## src/rtl/vga_console_pkg.sv

```systemverilog
// Shared constants and tag types for the VGA text console fetch path.
package vga_console_pkg;

    localparam int unsigned COLS       = 32;
    localparam int unsigned ROWS       = 16;
    localparam int unsigned ADDR_W     = 9;
    localparam int unsigned H_LAST     = 41;
    localparam int unsigned FETCH_SLOT = 28;

    localparam int unsigned DATA_W = 8;
    localparam int unsigned XHI_W  = 6;
    localparam int unsigned XLO_W  = 5;
    localparam int unsigned YHI_W  = 5;

    typedef enum logic {
        OWN_DISP = 1'b0,
        OWN_CPU  = 1'b1
    } owner_e;

    typedef struct packed {
        logic   valid;
        owner_e owner;
        logic   is_read;
    } fetch_tag_t;

endpackage

```

## src/rtl/vga_text_fetch_arbiter_if.sv

```systemverilog
// CPU handshake and character-RAM bus bundled for the fetch arbiter.
interface vga_text_fetch_arbiter_if;
    import vga_console_pkg::*;

    logic              cpu_req;
    logic              cpu_we;
    logic [ADDR_W-1:0] cpu_addr;
    logic [DATA_W-1:0] cpu_wdata;
    logic              cpu_ready;
    logic [DATA_W-1:0] cpu_rdata;

    logic              ram_en;
    logic              ram_we;
    logic [ADDR_W-1:0] ram_addr;
    logic [DATA_W-1:0] ram_wdata;
    logic [DATA_W-1:0] ram_rdata;

    // master: the arbiter; slave: the CPU and the RAM it fronts
    modport master (
        input  cpu_req, cpu_we, cpu_addr, cpu_wdata, ram_rdata,
        output cpu_ready, cpu_rdata, ram_en, ram_we, ram_addr, ram_wdata
    );

    modport slave (
        output cpu_req, cpu_we, cpu_addr, cpu_wdata, ram_rdata,
        input  cpu_ready, cpu_rdata, ram_en, ram_we, ram_addr, ram_wdata
    );

endinterface

```

## src/rtl/vga_fetch_tag_pipe.sv

```systemverilog
// Two-stage owner tag pipe: routes RAM read data to the CPU or the display
// prefetch buffer and generates the CPU completion pulse.
module vga_fetch_tag_pipe
    import vga_console_pkg::*;
(
    input  logic              clk,
    input  logic              rst_n,
    input  fetch_tag_t        tag_i,
    input  logic [DATA_W-1:0] ram_rdata_i,
    output logic              cpu_ready_o,
    output logic [DATA_W-1:0] cpu_rdata_o,
    output logic [DATA_W-1:0] prefetch_o
);

    fetch_tag_t        stage0_q, stage1_q;
    logic              cpu_ready_d, cpu_ready_q;
    logic [DATA_W-1:0] cpu_rdata_d, cpu_rdata_q;
    logic [DATA_W-1:0] prefetch_d, prefetch_q;

    // stage0 = access on the RAM bus this cycle, stage1 = its data returning
    always_comb begin
        cpu_ready_d = 1'b0;
        cpu_rdata_d = cpu_rdata_q;
        prefetch_d  = prefetch_q;
        if (stage0_q.valid && stage0_q.owner == OWN_CPU && !stage0_q.is_read) begin
            cpu_ready_d = 1'b1;
        end
        if (stage1_q.valid && stage1_q.owner == OWN_CPU && stage1_q.is_read) begin
            cpu_ready_d = 1'b1;
            cpu_rdata_d = ram_rdata_i;
        end
        if (stage1_q.valid && stage1_q.owner == OWN_DISP) begin
            prefetch_d = ram_rdata_i;
        end
    end

    always_ff @(posedge clk or negedge rst_n) begin
        if (!rst_n) begin
            stage0_q    <= '0;
            stage1_q    <= '0;
            cpu_ready_q <= 1'b0;
            cpu_rdata_q <= '0;
            prefetch_q  <= '0;
        end else begin
            stage0_q    <= tag_i;
            stage1_q    <= stage0_q;
            cpu_ready_q <= cpu_ready_d;
            cpu_rdata_q <= cpu_rdata_d;
            prefetch_q  <= prefetch_d;
        end
    end

    assign cpu_ready_o = cpu_ready_q;
    assign cpu_rdata_o = cpu_rdata_q;
    assign prefetch_o  = prefetch_q;

endmodule

```

## src/rtl/vga_text_fetch_arbiter.sv

```systemverilog
// Shares the character RAM between beam-scheduled display fetches (priority)
// and CPU accesses, and presents the current cell's character code.
module vga_text_fetch_arbiter
    import vga_console_pkg::*;
(
    input  logic                 clk,
    input  logic                 rst_n,
    input  logic [XHI_W-1:0]     x_hi,
    input  logic [XLO_W-1:0]     x_lo,
    input  logic [YHI_W-1:0]     y_hi,
    vga_text_fetch_arbiter_if.master bus,
    output logic [DATA_W-1:0]    char_code
);

    localparam int unsigned COL_W = $clog2(COLS);
    localparam int unsigned ROW_W = $clog2(ROWS);

    logic              row_vis_c, col_fetch_c, wrap_col_c, blank_col_c;
    logic              disp_hit_c, cpu_grant_c;
    logic [COL_W-1:0]  fetch_col_c;
    logic [ADDR_W-1:0] disp_addr_c;
    fetch_tag_t        tag_c;

    logic              ram_en_d, ram_en_q;
    logic              ram_we_d, ram_we_q;
    logic [ADDR_W-1:0] ram_addr_d, ram_addr_q;
    logic [DATA_W-1:0] ram_wdata_d, ram_wdata_q;
    logic              busy_d, busy_q;
    logic [DATA_W-1:0] char_code_d, char_code_q;

    logic              pipe_cpu_ready;
    logic [DATA_W-1:0] pipe_cpu_rdata;
    logic [DATA_W-1:0] pipe_prefetch;

    // Beam decode: column-0 fetch happens at the wrap column of the previous line
    assign row_vis_c   = y_hi < YHI_W'(ROWS);
    assign col_fetch_c = x_hi < XHI_W'(COLS - 1);
    assign wrap_col_c  = x_hi == XHI_W'(H_LAST);
    assign blank_col_c = x_hi == XHI_W'(COLS - 1);
    assign fetch_col_c = wrap_col_c ? '0 : x_hi[COL_W-1:0] + COL_W'(1);
    assign disp_addr_c = {y_hi[ROW_W-1:0], fetch_col_c};
    assign disp_hit_c  = (x_lo == XLO_W'(FETCH_SLOT)) && row_vis_c
                         && (col_fetch_c || wrap_col_c);
    // The ready cycle frees the CPU slot so a held request re-issues at once
    assign cpu_grant_c = !disp_hit_c && bus.cpu_req && (!busy_q || pipe_cpu_ready);

    always_comb begin
        tag_c       = '0;
        ram_en_d    = 1'b0;
        ram_we_d    = 1'b0;
        ram_addr_d  = ram_addr_q;
        ram_wdata_d = ram_wdata_q;
        busy_d      = busy_q;
        char_code_d = char_code_q;

        if (pipe_cpu_ready) begin
            busy_d = 1'b0;
        end

        if (disp_hit_c) begin
            ram_en_d   = 1'b1;
            ram_addr_d = disp_addr_c;
            tag_c      = '{valid: 1'b1, owner: OWN_DISP, is_read: 1'b1};
        end else if (cpu_grant_c) begin
            ram_en_d    = 1'b1;
            ram_we_d    = bus.cpu_we;
            ram_addr_d  = bus.cpu_addr;
            ram_wdata_d = bus.cpu_wdata;
            busy_d      = 1'b1;
            tag_c       = '{valid: 1'b1, owner: OWN_CPU, is_read: !bus.cpu_we};
        end

        if (x_lo == XLO_W'(31)) begin
            if (col_fetch_c || wrap_col_c) begin
                char_code_d = row_vis_c ? pipe_prefetch : '0;
            end else if (blank_col_c) begin
                char_code_d = '0;
            end
        end
    end

    always_ff @(posedge clk or negedge rst_n) begin
        if (!rst_n) begin
            ram_en_q    <= 1'b0;
            ram_we_q    <= 1'b0;
            ram_addr_q  <= '0;
            ram_wdata_q <= '0;
            busy_q      <= 1'b0;
            char_code_q <= '0;
        end else begin
            ram_en_q    <= ram_en_d;
            ram_we_q    <= ram_we_d;
            ram_addr_q  <= ram_addr_d;
            ram_wdata_q <= ram_wdata_d;
            busy_q      <= busy_d;
            char_code_q <= char_code_d;
        end
    end

    vga_fetch_tag_pipe u_tag_pipe (
        .clk         (clk),
        .rst_n       (rst_n),
        .tag_i       (tag_c),
        .ram_rdata_i (bus.ram_rdata),
        .cpu_ready_o (pipe_cpu_ready),
        .cpu_rdata_o (pipe_cpu_rdata),
        .prefetch_o  (pipe_prefetch)
    );

    assign bus.ram_en    = ram_en_q;
    assign bus.ram_we    = ram_we_q;
    assign bus.ram_addr  = ram_addr_q;
    assign bus.ram_wdata = ram_wdata_q;
    assign bus.cpu_ready = pipe_cpu_ready;
    assign bus.cpu_rdata = pipe_cpu_rdata;
    assign char_code     = char_code_q;

endmodule

```

## src/flat_wrapper.sv

```systemverilog
// flat-port wrapper written by rule: the top's interface ports become plain ports
module vga_text_fetch_arbiter_flat import vga_console_pkg::*;
  (clk, rst_n, x_hi, x_lo, y_hi, char_code, bus_cpu_req, bus_cpu_we, bus_cpu_addr, bus_cpu_wdata, bus_ram_rdata, bus_cpu_ready, bus_cpu_rdata, bus_ram_en, bus_ram_we, bus_ram_addr, bus_ram_wdata);
  vga_text_fetch_arbiter_if bus_i ();
  input  logic clk;
  input  logic rst_n;
  input  logic [XHI_W-1:0] x_hi;
  input  logic [XLO_W-1:0] x_lo;
  input  logic [YHI_W-1:0] y_hi;
  output logic [DATA_W-1:0] char_code;
  input wire logic [$bits(bus_i.cpu_req)-1:0] bus_cpu_req;
  input wire logic [$bits(bus_i.cpu_we)-1:0] bus_cpu_we;
  input wire logic [$bits(bus_i.cpu_addr)-1:0] bus_cpu_addr;
  input wire logic [$bits(bus_i.cpu_wdata)-1:0] bus_cpu_wdata;
  input wire logic [$bits(bus_i.ram_rdata)-1:0] bus_ram_rdata;
  output wire logic [$bits(bus_i.cpu_ready)-1:0] bus_cpu_ready;
  output wire logic [$bits(bus_i.cpu_rdata)-1:0] bus_cpu_rdata;
  output wire logic [$bits(bus_i.ram_en)-1:0] bus_ram_en;
  output wire logic [$bits(bus_i.ram_we)-1:0] bus_ram_we;
  output wire logic [$bits(bus_i.ram_addr)-1:0] bus_ram_addr;
  output wire logic [$bits(bus_i.ram_wdata)-1:0] bus_ram_wdata;
  assign bus_i.cpu_req = bus_cpu_req;
  assign bus_i.cpu_we = bus_cpu_we;
  assign bus_i.cpu_addr = bus_cpu_addr;
  assign bus_i.cpu_wdata = bus_cpu_wdata;
  assign bus_i.ram_rdata = bus_ram_rdata;
  assign bus_cpu_ready = bus_i.cpu_ready;
  assign bus_cpu_rdata = bus_i.cpu_rdata;
  assign bus_ram_en = bus_i.ram_en;
  assign bus_ram_we = bus_i.ram_we;
  assign bus_ram_addr = bus_i.ram_addr;
  assign bus_ram_wdata = bus_i.ram_wdata;
  vga_text_fetch_arbiter u_core (.clk(clk), .rst_n(rst_n), .x_hi(x_hi), .x_lo(x_lo), .y_hi(y_hi), .bus(bus_i), .char_code(char_code));
endmodule
```

## config.mk

```make
export PLATFORM = sky130hd
export DESIGN_NAME = vga_text_fetch_arbiter_flat
export DESIGN_NICKNAME = d
export VERILOG_FILES = /design/src/rtl/vga_console_pkg.sv /design/src/rtl/vga_text_fetch_arbiter_if.sv /design/src/rtl/vga_fetch_tag_pipe.sv /design/src/rtl/vga_text_fetch_arbiter.sv /design/src/flat_wrapper.sv
export SDC_FILE = /design/constraint.sdc
export NUM_CORES = 1
export LEC_CHECK = 0
export ABC_AREA = 0
export BUFFER_PORTS_ARGS = -buffer_cell sky130_fd_sc_hd__buf_2
export CAP_MARGIN = 20
export CORE_AREA = 2 2 87 89
export CTS_CLUSTER_DIAMETER = 200
export DETAILED_ROUTE_END_ITERATION = 10
export DIE_AREA = 0 0 89 91
export PLACE_DENSITY_LB_ADDON = 0.15
export SETUP_SLACK_MARGIN = 0.15
export SKIP_LAST_GASP = 1
export SLEW_MARGIN = 20
export SYNTH_ARGS = -nofsm -noshare
export SYNTH_HDL_FRONTEND = slang
export SYNTH_SLANG_ARGS = --single-unit
```

## constraint.sdc

```tcl
create_clock -name clk -period 1.59 [get_ports clk]
set_input_delay 0.318 -clock clk [delete_from_list [all_inputs] [get_ports clk]]
set_output_delay 0.318 -clock clk [all_outputs]
set_load 0.02 [all_outputs]
```

==> metrics.md, run 1 <==
| Metric | Value |
|---|---|
| Fin crit period | 1.42 ns |
| Largest net degree at the start of global routing | 51 |
| DR vias | 1544 |
| Syn avg cell area | 13.1 µm² |
| First-pass DRT Iterations | 2 |
| Psw | 0.645 mW |
| Flop pwr share | 52.3% |
| Cells after synthesis | 159 |
| Ant. Diodes | 0 |
| Ports | 81 |
| Top post-synthesis cells by area | dfrtp_1 60%, mux2_1 7.0%, mux2_4 5.8%, nand2_1 4.7%, o21ai_1 4.3% |
| Core area | 7140 µm² |
| Path depth of the worst reg2reg path | 5 |
| Antenna violations before repair | 0 |
| Flops & latches, synth | 50 |
| Relative slew slack | 79.8% |
| RSZ-0062 raised after global routing | yes |
| Worst-Margin Slew | 0.302 ns |
| Chip height | 91 µm |
| GRT Util Overall | 11.4% |
| CTS Buf Count | 5 |
| Commonest non-fill, non-tap cell in the layout | buf_2 |
| DP Area | 2790 µm² |
| Main synth FF type | dfrtp_1 |
| Ys Warns | 0 |
| Fillers | 715 |
| Drc violations | 0 |
| Failing checks | hold timing |
| Final nets | 307 |
| CTS clk-pin slew, worst paths | 0.09 ns |
| Startpoint types | input pin |
| Setup-failing EPs final | 0 |
| Critical path class | input pin to register |
| Gpl congestion | 0.717 |
| Register area share after synthesis | 60.0% |
| CP Capture Type | register |
| Reg2reg end | u_core.bus.ram_addr[0] |
| Num Clock Sinks | 50 |
| Final Instance Area | 2950 µm² |
| Worst-path fanout max | 4 |
| Number of DRC markers in iteration 0 | 26 |
| Post-synthesis cell area | 2090 µm² |
| DRT Wirelength | 4610 µm |
| Pwr Density | 902 nW/µm² |
| Vias in the first global route | 1473 |
| Dpl hpwl | 3460 µm |
| Hold buffer count at cts | 0 |
| Max Clock Skew | 0.00566 ns |
| CTS root buf | clkbuf_8 |
| Combinational group share of total power | 13.6% |
| Most frequent cells in the layout | 78 x buf_2, 50 x dfrtp_1, 25 x nand2_1 |
| Leakage | 1.56 nW |
| Site row count | 31 |
| DIE WIDTH | 89 µm |
| Reg-to-reg slack, setup | 0.29 ns |
| Total congestion overflow | 0 |
| Clock power share | 34.2% |
| Final ANT Viol Nets | 0 |
| EDFF count, synth | 0 |
| First-pass GRT wire length | 7040 µm |
| Fraction of layout cells with a size suffix above 1 | 48.5% |
| Buffers on Ports | 80 |
| Worst hold path type | input pin to asynchronous set/reset pin |
| Synth top area share | 60.0% |
| Die area | 8100 µm² |
| Worst-Skew Late Latency | 0.30 ns |
| Max clock buf depth | 2 |
| Period utilization | 89.5% |
| Drt via density | 4.30 |
| Int Power | 2.02 mW |
| Setup TNS | 0 ns |
| Storage cell area | 1250 µm² |
| Post-synth ARST share | 100% |
| Cell taking the most area after synthesis | dfrtp_1 |
| FF-to-FF Start | u_core.u_tag_pipe.cpu_ready_o |
| Worst Path Required | 1.78 ns |
| Crit path DAT | 1.61 ns |
| Syn nets | 206 |
| Status | complete, but fails checks |
| TritonCTS clock tree | done |
| Synth unique cells | 31 |
| Synth-to-Final Area Change | 41.5% |
| Max VDD drop | 0.000349 V |
| Multi-input logic area | 847 µm² |
| H-Tree Depth | 2 |
| Pwr Total | 2.66 mW |
| Fmax | 0.703 GHz |
| Final hold violation count | 10 |
| Switch share | 24.2% |
| Worst hold margin | -0.00670 ns |
| Wirelength per Cell | 12.8 µm |
| Max-cap check violation count | 0 |
| Initial core utilization | 29.2% |
| Final count of pins violating max slew | 0 |
## critical path, stage by stage
cell	delay [ns]
buf_8	0.09
inv_8	0.03
ha_4	0.14
and4bb_4	0.19
o2111a_2	0.33
nor2_4	0.21
mux2_4	0.31
## how the worst max path moves through the flow
stage / start / slack, ns / depth (start not counted) / end
2_1_floorplan: x_hi[1] / -0.05 / 7 / u_core.bus.ram_wdata[0]
3_5_place_dp: x_hi[1] / -0.24 / 7 / u_core.bus.ram_wdata[7]
6_report: x_hi[1] / 0.17 / 7 / u_core.bus.ram_wdata[6]
4_1_cts: x_hi[1] / 0.14 / 8 / u_core.bus.ram_addr[3]
5_1_grt: x_hi[1] / 0.15 / 7 / u_core.bus.ram_wdata[6]
3_3_place_gp: x_hi[1] / -0.23 / 7 / u_core.bus.ram_wdata[6]
## layout make-up
| class | instances | share of cell area (%) |
|---|---|---|
| sequential | 50 | 42.4 |
| multi-input combinational | 102 | 28.7 |
| timing repair buffer | 98 | 20.2 |
| tap | 99 | 4.20 |
| clock buffer | 6 | 2.80 |
| clock inverter | 1 | 1.02 |
| inverter | 3 | 0.636 |
## layer usage
layer  share of wire (%)  GRT usage, %  vias to the layer above
met3                 6.1          3.73                        8
met5                   0             0                        -
li1                    -             -                      755
met2                  47          17.2                       53
met4                 1.4          3.23                        0
met1                  46          15.5                      728
## synthesized netlist by cell type, types with 2 or more instances
master	count
ha_1	2
mux2_1	13
nand2_1	26
inv_1	3
nand3b_1	2
mux2i_1	8
dfrtp_1	50
mux2_4	8
buf_2	2
o21ai_1	18
nand3_1	5
mux2_2	3
## flip-flops by register name (all words and copies together), names as in the netlist
signal,flops
u_core.u_tag_pipe.cpu_ready_o,1
u_core.bus.ram_addr,9
u_core.bus.ram_we,1
u_core.bus.ram_en,1
u_core.u_tag_pipe.prefetch_o,8
u_core.bus.ram_wdata,8
u_core.busy_q,1
u_core.char_code,8
u_core.u_tag_pipe.cpu_rdata_o,8
u_core.u_tag_pipe.stage1_q,3
u_core.u_tag_pipe.stage0_q,2
## per-stage QoR
step                      worst slack, ns  utilization (%)  cells
after floorplan                   -0.0462                -    159
after global placement             -0.229             39.0    350
after detailed placement           -0.243             39.0    350
after CTS                           0.143             40.9    358
after global routing                0.145             41.3    359
final                               0.167             41.3    359
## power groups by stage
stage	sequential [mW]	combinational, mW	clock (mW)
final	1.39	0.361	0.910
after global routing	1.40	0.399	0.993
after global placement	1.42	0.358	0
after detailed placement	1.41	0.362	0
after CTS	1.39	0.363	0.941
after floorplan	1.47	0.0989	0
## logic make-up after synthesis
group                    share of synthesized area, %
flip-flops                                       60.0
XOR/XNOR                                        0.840
adder cells (fa/ha/maj)                          1.20
multiplexers                                     18.2
AO/OA/AOI/OAI                                    7.92
AND/OR/NAND/NOR                                  9.72
buffers and inverters                            2.10
## timing repair
action / in CTS / in global routing
resized for setup: 4 / 6
hold endpoints to repair: 0 / 0
endpoints found under the setup margin: 14 / 16
buffers inserted: 0 / 1
pin swaps: 2 / 5
gates cloned: 1 / 0
No activity file was read; power rests on OpenSTA's default activity.
==> run 2, diff against run 1 <==
- CELL_PAD_IN_SITES_DETAIL_PLACEMENT: default -> 0
- CELL_PAD_IN_SITES_GLOBAL_PLACEMENT: default -> 1
==> metrics.md, run 2 (synthesis results as in run 1) <==
| Metric | Value |
|---|---|
| Status | finished, final reports clean |
| Vias in the first global route | 1572 (+6.7%) |
| Site row count | 31 (unchanged) |
| Antenna violations before repair | 0 (unchanged) |
| CTS root buf | clkbuf_8 |
| CTS clk-pin slew, worst paths | 0.09 ns (about the same) |
| Final core occ | 41.4% (+0.070 points) |
| Int Power | 1.83 mW (-9.1%) |
| Levels on crit path | 7 (unchanged) |
| Max reg flops | 9 (unchanged) |
| Core area | 7140 µm² (unchanged) |
| Worst-path fanout max | 5 (+1) |
| Switch share | 27.4% (+3.1 points) |
| Flop pwr share | 55.1% (+2.8 points) |
| Number of DRC markers in iteration 0 | 35 (+35%) |
| Setup TNS | 0 ns (unchanged) |
| Num Clock Sinks | 50 (unchanged) |
| GRT Util Overall | 12.5% (+1.1 points) |
| Largest net degree at the start of global routing | 51 (unchanged) |
| Synth-to-Final Area Change | 41.7% |
| Clock power share | 30.5% (-3.7 points) |
| DIE WIDTH | 89 µm (unchanged) |
| DR vias | 1550 (+0.39%) |
| Setup-failing EPs final | 0 (unchanged) |
| Fmax | 0.702 GHz (about the same) |
| Final count of pins violating max slew | 0 (unchanged) |
| Post-Place Cells | 351 (+0.29%) |
| Crit path DAT | 1.62 ns (about the same) |
| Fraction of layout cells with a size suffix above 1 | 48.7% (+0.21 points) |
| Final non-filler cell total | 362 (+0.84%) |
| H-Tree Depth | 2 (unchanged) |
| Psw | 0.691 mW (+7.1%) |
| Period utilization | 89.6% (about the same) |
| Final nets | 309 (+0.65%) |
| CP delay by family, top | simple AND/OR/NAND/NOR gates |
| DRT Wirelength | 4680 µm (+1.7%) |
| CP Cell Sequence | buf_8 -> inv_8 -> ha_4 -> and4bb_4 -> o2111a_2 -> nor2_4 -> mux2_4 |
| Gpl congestion | 0.816 (+14%) |
| TritonCTS clock tree | done |
| Max stage delay on crit path | 0.33 ns (about the same) |
| Worst Path Required | 1.78 ns (about the same) |
| Dpl hpwl | 3440 µm (-0.37%) |
| Fillers | 742 (+3.8%) |
| Leakage | 1.55 nW (-0.32%) |
| Max VDD drop | 0.000471 V (+35%) |
| Path depth of the worst reg2reg path | 5 (unchanged) |
| Worst hold path type | input pin to register |
| Wirelength per Cell | 12.9 µm (+0.83%) |
| Initial core utilization | 29.2% (unchanged) |
| Drc violations | 0 (unchanged) |
| Drt via density | 4.28 (-0.44%) |
| Ant. Diodes | 0 (unchanged) |
| First-pass GRT wire length | 7700 µm (+9.3%) |
| Fin crit period | 1.42 ns (+0.000925 ns) |
| Die area | 8100 µm² (unchanged) |
| RSZ-0062 raised after global routing | yes |
| Max-cap check violation count | 0 (unchanged) |
| Commonest non-fill, non-tap cell in the layout | buf_2 |
| Startpoint types | input pin |
| Final ANT Viol Nets | 0 (unchanged) |
| Dpl ws | -0.252 ns (-0.00869 ns) |
| Max clock buf depth | 2 (unchanged) |
| Worst-Margin Slew | 0.293 ns (-0.00815 ns) |
| Relative slew slack | 80.3% (+0.55 points) |
| First-pass DRT Iterations | 4 (+2) |
| Final worst slack | 0.166 ns (-0.000925 ns) |
| Ports | 81 (unchanged) |
| Total congestion overflow | 0 (unchanged) |
| Critical path class | input pin to register |
| Most frequent cells in the layout | 78 x buf_2, 50 x dfrtp_1, 25 x nand2_1 |
| CP max-delay cell | o2111a_2 |
| Worst-Skew Late Latency | 0.31 ns (about the same) |
| CTS Buf Count | 5 (unchanged) |
| Pwr Density | 854 nW/µm² (-5.3%) |
| Final hold violation count | 0 (-10) |
| Pwr Total | 2.52 mW (-5.2%) |
| CP Capture Type | register |
| Combinational group share of total power | 14.5% (+0.9 points) |
| Max Clock Skew | 0.0129 ns (+0.00721 ns) |
| Worst path bufs/invs | 2 (unchanged) |
| Buffers on Ports | 80 (unchanged) |
| Chip height | 91 µm (unchanged) |
| Hold depth | 2 |
run 2: cell count changes in the layout (fill, tap and decap cells not counted):
cell	before	now
buf_4	13	12
buf_6	3	5
bufinv_16	1	0
clkbuf_8	6	5
clkinvlp_4	0	2
dlygate4sd3_1	0	1
inv_6	0	1
run 2: through the flow:
stage	hold slack, ns	cell area (µm²)
after floorplan	0.0224	2130
after global placement	0.329	2790
after detailed placement	0.330	2790
after CTS	0.181	2930
after global routing	0.186	2960
final	0.193	2960
run 2: cell type report:
cell class	instances	area [µm²]	area share, %
Clock buffer	5	68.8	2.33
Clock inverter	3	23.8	0.804
Inverter	3	18.8	0.635
Multi-Input combinational cell	102	847	28.7
Sequential cell	50	1250	42.3
Tap cell	99	124	4.19
Timing Repair Buffer	100	622	21.0
run 2: timing repair:
action                                  4_1_cts  5_1_grt
hold buffers                                  1        0
cloned                                        1        0
gates resized for setup                       8        4
buffers inserted                              0        1
endpoints found under the hold margin        29        0
pin swaps                                     4        6
endpoints found under the setup margin       16       17
run 2: worst paths after layout:
path / from / end / slack (ns)
min: bus_cpu_we / u_core.u_tag_pipe.stage0_q[0] / 0.19
max in group asynchronous: rst_n / u_core.bus.ram_addr[3] / 0.81
min in group asynchronous: rst_n / u_core.char_code[7] / 0.52
max reg2reg: u_core.u_tag_pipe.cpu_ready_o / u_core.bus.ram_addr[2] / 0.27
max: x_hi[1] / u_core.bus.ram_wdata[0] / 0.17
min reg2reg: u_core.u_tag_pipe.stage0_q[1] / u_core.u_tag_pipe.stage1_q[1] / 0.37
run 2: power groups by stage:
stage               clock network (mW)  registers [mW]  logic (mW)
finish                           0.769            1.39       0.365
global route                     0.879            1.40       0.404
CTS                              0.804            1.39       0.372
detailed placement                   0            1.42       0.365
global placement                     0            1.42       0.363
floorplan                            0            1.47      0.0989
run 2: per-layer routing:
metal  track usage (%)  part of all wire, %  vias to the layer above
met5                 0                    0                        -
met4              3.61                  2.1                        0
met3              4.27                  4.8                        9
met2              19.6                   49                       48
met1              16.2                   44                      732
li1                  -                    -                      761
==> run 3, diff against run 2 <==
--- a/constraint.sdc
+++ b/constraint.sdc
@@ -3,2 +3,2 @@
 set_output_delay 0.318 -clock clk [all_outputs]
-set_load 0.02 [all_outputs]
+set_load 0.05 [all_outputs]
==> metrics.md, run 3 (synthesis results as in run 1) <==
| Metric | Value |
|---|---|
| CTS root buf | clkbuf_8 |
| Most frequent cells in the layout | 78 x buf_2, 49 x dfrtp_1, 25 x nand2_1 |
| TritonCTS clock tree | done |
| Core area | 7140 µm² (unchanged) |
| RSZ-0062 raised after global routing | yes |
| Reg-to-reg slack, setup | 0.28 ns (about the same) |
| Number of DRC markers in iteration 0 | 16 (-54%) |
| Gpl congestion | 0.724 (-11%) |
| Initial core utilization | 29.2% (unchanged) |
| Synth-to-Final Area Change | 39.9% |
| Pwr Total | 2.75 mW (+8.9%) |
| Relative slew slack | 67.3% (-13 points) |
| Post-Place Cells | 347 (-1.1%) |
| Hold buffer count at cts | 0 (-1) |
| Startpoint types | input pin |
| CP Cell Sequence | buf_8 -> ha_4 -> and4bb_4 -> o2111a_2 -> buf_12 -> nor2_4 -> mux2_4 |
| Dpl hpwl | 3490 µm (+1.3%) |
| Dpl ws | -0.243 ns (+0.00826 ns) |
| Chip height | 91 µm (unchanged) |
| Crit path DAT | 1.66 ns (+0.04 ns) |
| Num Clock Sinks | 50 (unchanged) |
| First-pass GRT wire length | 7800 µm (+1.3%) |
| Ports | 81 (unchanged) |
| Max clock buf depth | 2 (unchanged) |
| Drc violations | 0 (unchanged) |
| CP delay by family, top | simple AND/OR/NAND/NOR gates |
| Final count of pins violating max slew | 0 (unchanged) |
| H-Tree Depth | 2 (unchanged) |
| FF-to-FF Start | u_core.u_tag_pipe.cpu_ready_o |
| Worst-Margin Slew | 0.488 ns (+0.195 ns) |
| Site row count | 31 (unchanged) |
| Critical path class | input pin to register |
| Die area | 8100 µm² (unchanged) |
| Period utilization | 92.8% (+3.2 points) |
| CTS clk-pin slew, worst paths | 0.09 ns (about the same) |
| Setup-failing EPs final | 0 (unchanged) |
| First-pass DRT Iterations | 4 (unchanged) |
| Commonest non-fill, non-tap cell in the layout | buf_2 |
| DIE WIDTH | 89 µm (unchanged) |
| Reg2reg end | u_core.bus.ram_addr[6] |
| Worst-Skew Late Latency | 0.30 ns (about the same) |
| CP max-delay cell | mux2_4 |
| Max reg flops | 9 (unchanged) |
| Max VDD drop | 0.000338 V (-28%) |
| Antenna violations before repair | 0 (unchanged) |
| Buffers on Ports | 80 (unchanged) |
| Final non-filler cell total | 358 (-1.1%) |
| Final nets | 305 (-1.3%) |
| Pwr Density | 942 nW/µm² (+10%) |
| Vias in the first global route | 1593 (+1.3%) |
| Status | finished, final reports clean |
| CTS Buf Count | 5 (unchanged) |
| Ant. Diodes | 0 (unchanged) |
| Path depth of the worst reg2reg path | 5 (unchanged) |
| Max-cap check violation count | 0 (unchanged) |
| Worst Path Required | 1.78 ns (about the same) |
| Fraction of layout cells with a size suffix above 1 | 48.3% (-0.41 points) |
| Final worst slack | 0.115 ns (-0.0513 ns) |
| Drt via density | 4.23 (-1.1%) |
| DR vias | 1516 (-2.2%) |
| Wirelength per Cell | 12.9 µm (-0.16%) |
| GRT Util Overall | 12.4% (-0.093 points) |
| DRT Wirelength | 4630 µm (-1.3%) |
| Final ANT Viol Nets | 0 (unchanged) |
| Worst-path fanout max | 4 (-1) |
| Final hold violation count | 0 (unchanged) |
| Worst hold path type | input pin to asynchronous set/reset pin |
| Max Clock Skew | 0.00880 ns (-0.00407 ns) |
| Max stage delay on crit path | 0.31 ns (-0.02 ns) |
| Worst hold margin | 0.00329 ns (-0.190 ns) |
| CP Capture Type | register |
| Fin crit period | 1.48 ns (+0.0513 ns) |
| Fmax | 0.678 GHz (-3.5%) |
| Leakage | 1.53 nW (-1.1%) |
| Total congestion overflow | 0 (unchanged) |
| Worst path bufs/invs | 2 (unchanged) |
| Largest net degree at the start of global routing | 27 (-47%) |
-- run 3: cell type report --
cell class              count  area, µm²
multi-input cells         102        847
clock inverters             2       37.5
clock buffers               6       72.6
inverters                   3       18.8
fillers                   749       4220
flip-flops and latches     50       1250
repair buffers             96        566
well taps                  99        124
-- run 3: repair_timing --
item                       4_1_cts  5_1_grt
cloned                           1        0
gates resized for setup          2        7
setup endpoints to repair       11       16
buffers inserted                 0        2
pin swaps                        2        4
-- run 3: routing by layer --
metal / global-route usage [%] / share of wire, %
met5: 0 / 0
met4: 4.10 / 1.1
met2: 18.8 / 47
met3: 3.18 / 6.2
met1: 17.1 / 46
-- run 3: how the worst max path moves through the flow --
stage | from | end | slack (ns) | cells past startpoint
finish | x_hi[0] | u_core.bus.ram_wdata[4] | 0.11 | 7
CTS | x_hi[0] | u_core.bus.ram_wdata[7] | 0.15 | 6
global route | x_hi[1] | u_core.bus.ram_wdata[6] | 0.10 | 8
detailed placement | x_hi[1] | u_core.bus.ram_wdata[0] | -0.24 | 7
floorplan | x_hi[1] | u_core.bus.ram_wdata[0] | -0.05 | 7
global placement | x_hi[1] | u_core.bus.ram_wdata[5] | -0.23 | 7
-- run 3: power by group --
part / internal (mW) / total [mW] / leakage, nW / switching [mW]
Combinational: 0.156 / 0.475 / 0.822 / 0.319
Clock: 0.470 / 0.886 / 0.0514 / 0.416
Sequential: 1.35 / 1.39 / 0.661 / 0.0386
Total: 1.97 / 2.75 / 1.53 / 0.773
-- run 3: stage by stage --
step | area (µm²) | setup TNS (ns) | utilization, %
6_report | 2920 | 0 | 40.9
5_1_grt | 2920 | 0 | 40.9
4_1_cts | 2870 | 0 | 40.2
3_5_place_dp | 2740 | -3.31 | 38.4
3_3_place_gp | 2740 | -3.01 | 38.4
2_1_floorplan | 2140 | -0.369 | -
